<file path="config.mk">
export PLATFORM = sky130hd
export DESIGN_NAME = alu_arbiter_flat
export DESIGN_NICKNAME = d
export VERILOG_FILES = /design/src/rtl/alu_arbiter_if.sv /design/src/rtl/alu_arbiter.sv /design/src/flat_wrapper.sv
export SDC_FILE = /design/constraint.sdc
export NUM_CORES = 1
export LEC_CHECK = 0
export BUFFER_PORTS_ARGS = -buffer_cell sky130_fd_sc_hd__buf_2
export CAP_MARGIN = 20
export CORE_UTILIZATION = 25
export DETAILED_ROUTE_END_ITERATION = 8
export RECOVER_POWER = 25
export SLEW_MARGIN = 20
export SYNTH_ARGS = -nofsm -noshare
export SYNTH_HDL_FRONTEND = slang
export SYNTH_SLANG_ARGS = --single-unit
</file>
<file path="constraint.sdc">
create_clock -name clk -period 1.55 [get_ports clk]
set_input_delay 0.155 -clock clk [delete_from_list [all_inputs] [get_ports clk]]
set_output_delay 0.155 -clock clk [all_outputs]
set_load 0.02 [all_outputs]
</file>
<file path="src/rtl/alu_arbiter_if.sv">
// Requester-side bundle of the ALU arbiter: two request/response handshake
// ports plus the shared result bus.
interface alu_arbiter_if #(
  parameter int WORD_SIZE = 16
);
  logic                 req0_valid;
  logic                 req0_ready;
  logic [WORD_SIZE-1:0] req0_a;
  logic [WORD_SIZE-1:0] req0_b;
  logic [2:0]           req0_func;

  logic                 req1_valid;
  logic                 req1_ready;
  logic [WORD_SIZE-1:0] req1_a;
  logic [WORD_SIZE-1:0] req1_b;
  logic [2:0]           req1_func;

  logic                 resp0_valid;
  logic                 resp0_ready;
  logic                 resp1_valid;
  logic                 resp1_ready;
  logic [WORD_SIZE-1:0] resp_data;
  logic                 resp_overflow;

  // Requester view: issues operations, consumes results.
  modport master (
    output req0_valid, req0_a, req0_b, req0_func,
    output req1_valid, req1_a, req1_b, req1_func,
    output resp0_ready, resp1_ready,
    input  req0_ready, req1_ready,
    input  resp0_valid, resp1_valid, resp_data, resp_overflow
  );

  // Arbiter view.
  modport slave (
    input  req0_valid, req0_a, req0_b, req0_func,
    input  req1_valid, req1_a, req1_b, req1_func,
    input  resp0_ready, resp1_ready,
    output req0_ready, req1_ready,
    output resp0_valid, resp1_valid, resp_data, resp_overflow
  );
endinterface

</file>
<file path="src/rtl/alu_arbiter.sv">
// Round-robin arbiter sharing one combinational ALU between two requesters:
// accept one op, drive the ALU for one cycle, hold the result until consumed.
module alu_arbiter #(
  parameter int WORD_SIZE = 16
) (
  input  logic                 clk,
  input  logic                 reset_n,
  alu_arbiter_if.slave         bus,
  output logic [WORD_SIZE-1:0] alu_a,
  output logic [WORD_SIZE-1:0] alu_b,
  output logic [2:0]           alu_func,
  input  logic [WORD_SIZE-1:0] alu_c,
  input  logic                 alu_overflow,
  output logic                 busy,
  output logic                 grant_id
);

  typedef enum logic [1:0] {
    IDLE = 2'd0,
    EXEC = 2'd1,
    DONE = 2'd2
  } state_t;

  typedef enum logic [2:0] {
    FN_ADD = 3'd0,
    FN_SUB = 3'd1,
    FN_AND = 3'd2,
    FN_OR  = 3'd3,
    FN_NOT = 3'd4,
    FN_NEG = 3'd5,
    FN_SHL = 3'd6,
    FN_ASR = 3'd7
  } func_t;

  state_t               state;
  state_t               next_state;
  logic                 last_grant;
  logic                 winner;
  logic                 accept;
  logic                 resp_take;
  logic                 arith_op;
  logic [WORD_SIZE-1:0] resp_data_q;
  logic                 resp_overflow_q;

  // Round-robin pick; only meaningful while at least one valid is high.
  always_comb begin
    // NOTE: every always_comb output gets a default first so no path leaves
    // it unassigned, which would otherwise infer a latch.
    winner = 1'b0;
    unique case ({bus.req1_valid, bus.req0_valid})
      2'b10:   winner = 1'b1;
      2'b11:   winner = ~last_grant;
      default: winner = 1'b0;
    endcase
  end

  // Ready is gated by reset_n so an asserted reset silences every output.
  assign bus.req0_ready = reset_n && (state == IDLE) && bus.req0_valid && !winner;
  assign bus.req1_ready = reset_n && (state == IDLE) && bus.req1_valid &&  winner;
  assign accept         = bus.req0_ready || bus.req1_ready;

  assign resp_take = grant_id ? bus.resp1_ready : bus.resp0_ready;

  assign bus.resp0_valid   = (state == DONE) && !grant_id;
  assign bus.resp1_valid   = (state == DONE) &&  grant_id;
  assign bus.resp_data     = resp_data_q;
  assign bus.resp_overflow = resp_overflow_q;
  assign busy              = (state != IDLE);

  // Logic and shift ops leave a stale overflow flag in the ALU.
  assign arith_op = (func_t'(alu_func) == FN_ADD) || (func_t'(alu_func) == FN_SUB);

  always_comb begin
    next_state = state;
    unique case (state)
      IDLE:    if (accept) next_state = EXEC;
      EXEC:    next_state = DONE;
      DONE:    if (resp_take) next_state = IDLE;
      default: next_state = IDLE;
    endcase
  end

  // NOTE: sequential state uses non-blocking assignments so every register
  // samples pre-edge values regardless of statement order.
  always_ff @(posedge clk or negedge reset_n) begin
    if (!reset_n) state <= IDLE;
    else          state <= next_state;
  end

  // NOTE: every register here is reset, including the held result, so an
  // aborted transaction can never leak a stale response after reset.
  always_ff @(posedge clk or negedge reset_n) begin
    if (!reset_n) begin
      alu_a           <= '0;
      alu_b           <= '0;
      alu_func        <= '0;
      grant_id        <= 1'b0;
      last_grant      <= 1'b1;
      resp_data_q     <= '0;
      resp_overflow_q <= 1'b0;
    end else begin
      if ((state == IDLE) && accept) begin
        alu_a    <= winner ? bus.req1_a    : bus.req0_a;
        alu_b    <= winner ? bus.req1_b    : bus.req0_b;
        alu_func <= winner ? bus.req1_func : bus.req0_func;
        grant_id <= winner;
      end
      if (state == EXEC) begin
        resp_data_q     <= alu_c;
        resp_overflow_q <= arith_op && alu_overflow;
      end
      if ((state == DONE) && resp_take) begin
        last_grant <= grant_id;
      end
    end
  end

  a_one_ready : assert property (@(posedge clk) disable iff (!reset_n)
    !(bus.req0_ready && bus.req1_ready));

  a_one_resp : assert property (@(posedge clk) disable iff (!reset_n)
    !(bus.resp0_valid && bus.resp1_valid));

  a_resp_hold : assert property (@(posedge clk) disable iff (!reset_n)
    ((state == DONE) && !resp_take) |=>
      ((state == DONE) && $stable(resp_data_q) && $stable(resp_overflow_q)
       && $stable(grant_id)));

endmodule

</file>
<file path="src/flat_wrapper.sv">
// flat-port wrapper written by rule: the top's interface ports become plain ports
module alu_arbiter_flat 
#(
  parameter int WORD_SIZE = 16
)
  (clk, reset_n, alu_a, alu_b, alu_func, alu_c, alu_overflow, busy, grant_id, bus_req0_valid, bus_req0_a, bus_req0_b, bus_req0_func, bus_req1_valid, bus_req1_a, bus_req1_b, bus_req1_func, bus_resp0_ready, bus_resp1_ready, bus_req0_ready, bus_req1_ready, bus_resp0_valid, bus_resp1_valid, bus_resp_data, bus_resp_overflow);
  alu_arbiter_if #(.WORD_SIZE(WORD_SIZE)) bus_i ();
  input  logic clk;
  input  logic reset_n;
  output logic [WORD_SIZE-1:0] alu_a;
  output logic [WORD_SIZE-1:0] alu_b;
  output logic [2:0] alu_func;
  input  logic [WORD_SIZE-1:0] alu_c;
  input  logic alu_overflow;
  output logic busy;
  output logic grant_id;
  input wire logic [$bits(bus_i.req0_valid)-1:0] bus_req0_valid;
  input wire logic [$bits(bus_i.req0_a)-1:0] bus_req0_a;
  input wire logic [$bits(bus_i.req0_b)-1:0] bus_req0_b;
  input wire logic [$bits(bus_i.req0_func)-1:0] bus_req0_func;
  input wire logic [$bits(bus_i.req1_valid)-1:0] bus_req1_valid;
  input wire logic [$bits(bus_i.req1_a)-1:0] bus_req1_a;
  input wire logic [$bits(bus_i.req1_b)-1:0] bus_req1_b;
  input wire logic [$bits(bus_i.req1_func)-1:0] bus_req1_func;
  input wire logic [$bits(bus_i.resp0_ready)-1:0] bus_resp0_ready;
  input wire logic [$bits(bus_i.resp1_ready)-1:0] bus_resp1_ready;
  output wire logic [$bits(bus_i.req0_ready)-1:0] bus_req0_ready;
  output wire logic [$bits(bus_i.req1_ready)-1:0] bus_req1_ready;
  output wire logic [$bits(bus_i.resp0_valid)-1:0] bus_resp0_valid;
  output wire logic [$bits(bus_i.resp1_valid)-1:0] bus_resp1_valid;
  output wire logic [$bits(bus_i.resp_data)-1:0] bus_resp_data;
  output wire logic [$bits(bus_i.resp_overflow)-1:0] bus_resp_overflow;
  assign bus_i.req0_valid = bus_req0_valid;
  assign bus_i.req0_a = bus_req0_a;
  assign bus_i.req0_b = bus_req0_b;
  assign bus_i.req0_func = bus_req0_func;
  assign bus_i.req1_valid = bus_req1_valid;
  assign bus_i.req1_a = bus_req1_a;
  assign bus_i.req1_b = bus_req1_b;
  assign bus_i.req1_func = bus_req1_func;
  assign bus_i.resp0_ready = bus_resp0_ready;
  assign bus_i.resp1_ready = bus_resp1_ready;
  assign bus_req0_ready = bus_i.req0_ready;
  assign bus_req1_ready = bus_i.req1_ready;
  assign bus_resp0_valid = bus_i.resp0_valid;
  assign bus_resp1_valid = bus_i.resp1_valid;
  assign bus_resp_data = bus_i.resp_data;
  assign bus_resp_overflow = bus_i.resp_overflow;
  alu_arbiter #(.WORD_SIZE(WORD_SIZE)) u_core (.clk(clk), .reset_n(reset_n), .bus(bus_i), .alu_a(alu_a), .alu_b(alu_b), .alu_func(alu_func), .alu_c(alu_c), .alu_overflow(alu_overflow), .busy(busy), .grant_id(grant_id));
endmodule
</file>
* After elaboration in Yosys (flattened, before gate mapping) *
Cells that the tools add are included.
W data, S select, Z words.

operators by class
  equal/unequal tests = 7
  multiplexer cells = 8
  bitwise operators = 1
  reductions and logical operators = 18

operator list
  cell                  number
  $mux W16              2
  $logic_and A1 B1 Y1   10
  $eq A2 B2 Y1 const B  3
  $pmux W2 S3           1
  $mux W2               2
  $ne A2 B1 Y1 const B  2
  $eq A3 B1 Y1 const B  1
  $logic_not A3 Y1      1
  $mux W3               1
  $eq A2 B1 Y1 const B  1
  $logic_not A1 Y1      2
  $logic_not A2 Y1      1
  $logic_or A1 B1 Y1    2
  $pmux W1 S2           1
  $reduce_and A2 Y1     1
  $reduce_bool A2 Y1    1
  $mux W1               1
  $not A1 Y1            1

word-level totals
  flip-flop bits (word level) = 56
  bits of input ports = 93
  output and inout bits = 58
  word-level logic and storage cells = 42

* Longest topological paths before layout *
Gate-level depths: netlist of the first run.

  depth after elaboration = 7
  gate-level depth with buffers = 5
  mapped depth without buffers = 3

* Worst setup path before layout of the first run *
No wires, ideal clock.

  path type = register to output
  start = register u_core.last_grant
  end = output port bus_req0_ready
  arrival = 1.372 ns
  data required time = 1.395 ns
  path slack = 0.023 ns
  cell stages (with the launch flop) = 5
  path buffers = 2
  cells stage by stage = dfstp_2 -> nor2b_1 -> buf_2 -> clkbuf_1 -> nor3_1

between the ends
  word-level cells in the longest chain between the ends = 4

ends and longest elaborated chain
  element                   line                RTL
  start: declaration        alu_arbiter.sv:37   logic last_grant;
  start signal: assignment  alu_arbiter.sv:113  last_grant <= grant_id;
  $not A1 Y1                alu_arbiter.sv:52   2'b11: winner = ~last_grant;
  $pmux W1 S2               alu_arbiter.sv:50   unique case ({bus.req1_valid, bus.req0_valid})
  $logic_not A1 Y1          alu_arbiter.sv:58   assign bus.req0_ready = reset_n && (state == IDLE) && bus.req0_valid && !winner;
  $logic_and A1 B1 Y1       alu_arbiter.sv:58
  end: declaration          flat_wrapper.sv:27  output wire logic [$bits(bus_i.req0_ready)-1:0] bus_req0_ready;

Every way passes these cells.

* Final worst setup path of the first run *
  start = register u_core.state[1]
  end = register u_core.alu_a[7]

between the ends
  word-level cells in the longest chain between the ends = 6
  elaborated cells on any way between the ends = 8
  those cells by class = 8 x reduce/logical

ends and longest elaborated chain
  element                                                      line                                                      RTL
  start: declaration                                           alu_arbiter.sv:35                                         state_t state;
  start signal: assignment                                     alu_arbiter.sv:87                                         else state <= next_state;
  $logic_not A2 Y1 (*)                                         alu_arbiter.sv:58, alu_arbiter.sv:59, alu_arbiter.sv:102
  $logic_and A1 B1 Y1                                          alu_arbiter.sv:58, alu_arbiter.sv:59
  $logic_and A1 B1 Y1, on equally long branches (2 in series)  alu_arbiter.sv:58, alu_arbiter.sv:59
  $logic_or A1 B1 Y1                                           alu_arbiter.sv:60                                         assign accept = bus.req0_ready || bus.req1_ready;
  $logic_and A1 B1 Y1 (*)                                      alu_arbiter.sv:102                                        if ((state == IDLE) && accept) begin
  end signal: assignment                                       alu_arbiter.sv:103                                        alu_a <= winner ? bus.req1_a : bus.req0_a;
  end: declaration                                             alu_arbiter.sv:9                                          output logic [WORD_SIZE-1:0] alu_a,

Every way passes the cells marked *; elsewhere a longest branch is shown, timed or not.
A chain may end at the register's enable or synchronous reset.

==> impl_metrics.tcl, run 1 <==
set metrics [dict create \
    power.leakage_nw 1.73 \
    power_per_cell_area_mw_per_mm2 1920 \
    dieArea_mm2 0.0111 \
    worst_slack_ns -0.0357 \
    syn_area_per_cell_um2 14.4 \
    critical_path.max_stage_delay_ns 0.43 \
    max_slew_margin 0.0592 \
    violations "setup timing" \
    fmax_mhz 631 \
    synthCells 186 \
    initial_core_util 0.259 \
    worstPathRequired_ns 1.80 \
    grtUsageMet3 0.0303 \
    antennaDiodeCount 0 \
    syn_nets 279 \
    num_rows 37 \
    drive_gt1_frac 0.664 \
    cts_buffers 5 \
    dp_slack_ns 0.00137 \
    crit_path_top_delay_cell "or3b_4" \
    cts_max_level 2 \
    dp_hpwl_um 5010 \
    cp_top_family "simple AND/OR/NAND/NOR gates" \
    worst_ep_arrival_time_ns 1.83 \
    gr-total-overflow 0 \
    root_buffer "clkbuf_8" \
    hold_viol_final 0 \
    drc_errors 0 \
    yosys_register_bits 56 \
    use_met1 0.172 \
    finalSetupTns_ns -0.682 \
    setup_viol 29 \
    clock_sinks 56 \
    maxCapViolations 0 \
    placed_cell_area_mm2 0.00361 \
    ant_nets 0 \
    finalCriticalPeriod_ns 1.59 \
    grtUsageTotal 0.134 \
    wl_per_cell_um 16.1 \
    top_usage_layer "met2" \
    place_inst 461 \
    core_mm2 0.0104 \
    critPathLaunchType "register" \
    die_h_um 106 \
    drt_iter0_drc 82 \
    hp-class "in -> reg" \
    crit_chain "or3b_4 -> buf_6 -> nor2_8 -> clkbuf_16 -> a2bb2oi_2" \
    antenna_found_initial 0 \
    cts_hold_buf 0 \
    outcome "finished, violations left" \
    clkTransAtPathRegs_ns 0.10 \
    clock_latency_ns 0.31 \
    postLayoutCellArea_mm2 0.00390 \
    timing.critical_path.buf_inv 2 \
    vdd_drop_max_uv 648 \
    tightestPinTransition_ns 1.41 \
    yosysWarnings 0 \
    synth.distinct_cells 27 \
    die_width_um 106 \
    num_vias 2264 \
    final_cells 478 \
    layout_common_cells "148 x buf_2, 55 x dfrtp_1, 35 x o32ai_1, 35 x a2bb2oi_2, 9 x mux2_1" \
    dr.pass1.iters 4 \
    finalNetCount 434 \
    crit_type "reg -> reg" \
    grt_use_met2 0.229 \
    final_common_cell "buf_2" \
    area_delta_synth_final_pct 45.6 \
    clock-skew-final_ns 0.00629 \
    via_per_inst 4.74 \
    crit_fanout 11 \
    ioPinCount 151 \
    min_period_over_period 1.02 \
    post_synth_instance_area_mm2 0.00268 \
    rsz0062_at_grt "true" \
    drt-total-wl_um 7710 \
    seq_area_frac_synth 0.523 \
    grt_pass1_wl_um 11800 \
    place_congestion 0.674 \
    clock_path_buffers 2 \
    drv_slew 0 \
    cts_tree "built" \
    grt_pass1_vias 2266 \
    critPathCaptureType "register" \
    grt_max_degree 57 \
    numPortBuffers 150 \
]
[cell families after synthesis]
| logic type | count (synthesis) | share of synthesized area |
|---|---|---|
| compound gates | 76 | 0.315 |
| simple gates | 16 | 0.0397 |
| mux | 17 | 0.0714 |
| buf+inv | 21 | 0.0513 |
| flops | 56 | 0.523 |
[layout make-up]
cell class / instances / area (um^2)
clock buffers: 6 / 82.6
clock inverters: 2 / 38.8
fillers: 1040 / 6470
inverters: 2 / 7.51
multi-input cells: 110 / 1220
flip-flops and latches: 56 / 1400
well taps: 136 / 170
repair buffers: 166 / 978
[synthesized netlist by cell type]
master | n | area [um^2]
a211o_1 | 1 | 8.76
a21bo_2 | 1 | 10.0
a21o_1 | 1 | 7.51
a22o_1 | 2 | 17.5
a2bb2oi_1 | 6 | 52.6
a2bb2oi_2 | 29 | 435
and2_1 | 1 | 6.26
buf_12 | 3 | 60.1
buf_2 | 8 | 40.0
clkbuf_1 | 8 | 30.0
dfrtp_1 | 55 | 1380
dfstp_2 | 1 | 26.3
inv_1 | 1 | 3.75
inv_2 | 1 | 3.75
mux2_1 | 9 | 101
mux2_2 | 8 | 90.1
nand2_1 | 1 | 3.75
nand2b_1 | 2 | 12.5
nor2_1 | 3 | 11.3
nor2_2 | 1 | 6.26
nor2_8 | 1 | 20.0
nor2b_1 | 3 | 18.8
nor3_1 | 2 | 10.0
o21ai_0 | 1 | 5.00
o32ai_1 | 35 | 307
or2_1 | 1 | 6.26
or3b_4 | 1 | 11.3
[routing by layer]
layer / vias up / part of all wire / wire [um]
met1: 1106 / 0.44 / 3380
met5: - / 0 / 0
li1: 1057 / - / -
met4: 0 / 0.0089 / 69
met2: 95 / 0.49 / 3800
met3: 6 / 0.060 / 466
[path summary, 6_finish.rpt]
path | start | to | slack [ns] | cells after the start
worst max-delay path | u_core.state[1] | u_core.alu_a[7] | -0.04 | 5
worst min-delay path | alu_c[15] | u_core.bus.resp_data[15] | 0.05 | 2
worst max register to register | u_core.state[1] | u_core.alu_a[7] | -0.04 | 5
worst min register to register | u_core.bus.resp_data[5] | u_core.bus.resp_data[5] | 0.50 | 1
max in group asynchronous | reset_n | u_core.bus.resp_overflow | 0.41 | 2
min in group asynchronous | reset_n | u_core.alu_a[7] | 0.30 | 2
[metrics by stage]
step	util	total power, mW	hold slack, ns
floorplan	-	5.04	-0.141
global placement	0.348	6.20	0.368
detailed placement	0.348	6.26	0.373
CTS	0.367	7.41	0.0405
global route	0.376	7.92	0.0379
finish	0.376	7.48	0.0507
[what timing repair did]
action / 4_1_cts / 5_1_grt
pin swaps: 2 / 1
setup buffers: 4 / 2
gates resized for setup: 9 / 6
setup endpoints to repair: 4 / 38
gates cloned: 1 / 2
[power breakdown]
group / internal (mW) / switching, mW / leakage, nW / total (mW)
combinational: 1.83 / 2.01 / 1.04 / 3.85
sequential: 2.15 / 0.461 / 0.624 / 2.61
clock: 0.530 / 0.496 / 0.0614 / 1.03
[sequential cells by signal, summed over array words and instances, names as in the netlist]
signal,cells
u_core.last_grant,1
u_core.grant_id,1
u_core.alu_a,16
u_core.bus.resp_overflow,1
u_core.state,2
u_core.alu_func,3
u_core.alu_b,16
u_core.bus.resp_data,16
Power figures use the tool's default switching activity.
==> inputs of run 2 (changes only) <==
CORE_UTILIZATION = 44   (was 25)
PLACE_DENSITY = 0.8   (was unset)
==> impl_metrics.tcl, run 2 (synthesized netlist as in run 1, its figures left out) <==
set metrics [dict create \
    drv_slew 0 \
    max_slew_margin 0.544 \
    die_h_um 80.1 \
    grt_pass1_vias 2051 \
    drt_iter0_drc 48 \
    fmax_mhz 633 \
    wl_per_cell_um 15.9 \
    multi_input_area_mm2 0.00120 \
    gr-total-overflow 0 \
    power.leakage_nw 1.73 \
    worst_ep_arrival_time_ns 1.81 \
    cts_hold_buf 0 \
    place_congestion 0.808 \
    cts_tree "built" \
    num_rows 28 \
    violations "setup timing" \
    rsz0062_at_grt "true" \
    finalCriticalPeriod_ns 1.58 \
    clock_path_buffers 2 \
    area_delta_synth_final_pct 43.5 \
    dp_slack_ns 0.0824 \
    clock-skew-final_ns 0.0106 \
    power_per_cell_area_mw_per_mm2 1890 \
    dieArea_mm2 0.00641 \
    via_per_inst 5.34 \
    critPathLaunchType "register" \
    antenna_found_initial 0 \
    crit_type "reg -> reg" \
    clock_latency_ns 0.31 \
    min_period_over_period 1.02 \
    grtUsageTotal 0.198 \
    final_common_cell "buf_2" \
    crit_fanout 17 \
    rr_worst_depth 5 \
    place_inst 401 \
    fill_cells 483 \
    critPathCaptureType "register" \
    initial_core_util 0.456 \
    ant_nets 0 \
    worst_slack_ns -0.0299 \
    drive_gt1_frac 0.660 \
    hp-class "in -> async" \
    cts_max_level 2 \
    finalSetupTns_ns -0.114 \
    die_width_um 80.1 \
    clock_sinks 56 \
    dp_hpwl_um 4610 \
    worstPathRequired_ns 1.78 \
    layout_common_cells "148 x buf_2, 55 x dfrtp_1, 35 x o32ai_1" \
    seq_area_mm2 0.00140 \
    clkTransAtPathRegs_ns 0.10 \
    antennaDiodeCount 0 \
    num_vias 2238 \
    finalNetCount 436 \
    drc_errors 0 \
    total_power_mw 7.27 \
    grt_max_degree 57 \
    final_cells 419 \
    outcome "finished, violations left" \
    ioPinCount 151 \
    maxCapViolations 0 \
    tightestPinTransition_ns 0.683 \
    core_mm2 0.00589 \
    root_buffer "clkbuf_8" \
    cts_buffers 5 \
    dr.pass1.iters 4 \
    hold_viol_final 0 \
    grt_pass1_wl_um 9650 \
    drt-total-wl_um 6680 \
    numPortBuffers 150 \
    setup_viol 8 \
    vdd_drop_max_uv 828 \
]
-- run 2: path summary, 6_finish.rpt --
kind | start | to | slack (ns)
min in group clk | alu_c[3] | u_core.bus.resp_data[3] | 0.06
setup reg to reg | u_core.state[0] | u_core.alu_b[1] | -0.03
max in group asynchronous | reset_n | u_core.alu_b[5] | 1.06
setup / recovery | u_core.state[0] | u_core.alu_b[1] | -0.03
hold reg to reg | u_core.bus.resp_data[7] | u_core.bus.resp_data[7] | 0.50
hold / removal | reset_n | u_core.alu_func[2] | 0.05
-- run 2: layout make-up --
cell class              instances  share of cell area
clock buffers                   6              0.0215
clock inverters                 2             0.00260
inverters                       2             0.00195
multi-input cells             109               0.312
flip-flops and latches         56               0.365
well taps                      75              0.0244
repair buffers                169               0.273
-- run 2: routing by layer --
metal  track usage  vias up  part of all wire
li1              -     1060                 -
met1         0.230     1078              0.40
met2         0.369       94              0.54
met3        0.0398        6             0.050
met4        0.0518        0            0.0063
met5             0        -                 0
-- run 2: where the power goes --
group          internal [mW]  switching, mW
Combinational           1.86           2.02
Sequential              2.15          0.444
Clock                  0.357          0.440
Total                   4.37           2.90
-- run 2: repair_timing --
item                       CTS  global route
cloned                       0             3
setup buffers                4             3
setup endpoints to repair    2            27
resized for setup            9             6
pin swaps                    2             2
-- run 2: critical path, stage by stage, from the launching register on --
cell and delay [ns]:
dfrtp_1 0.38, or3b_4 0.45, buf_6 0.15, nor2_8 0.17, buf_12 0.20, a2bb2oi_1 0.16
-- run 2: stage by stage --
| step | utilization | hold WS [ns] | instance area, um^2 |
|---|---|---|---|
| detailed placement | 0.605 | 0.375 | 3560 |
| floorplan | - | -0.141 | 2680 |
| global route | 0.654 | 0.0565 | 3850 |
| CTS | 0.632 | 0.0544 | 3720 |
| global placement | 0.605 | 0.368 | 3560 |
| finish | 0.654 | 0.0476 | 3850 |
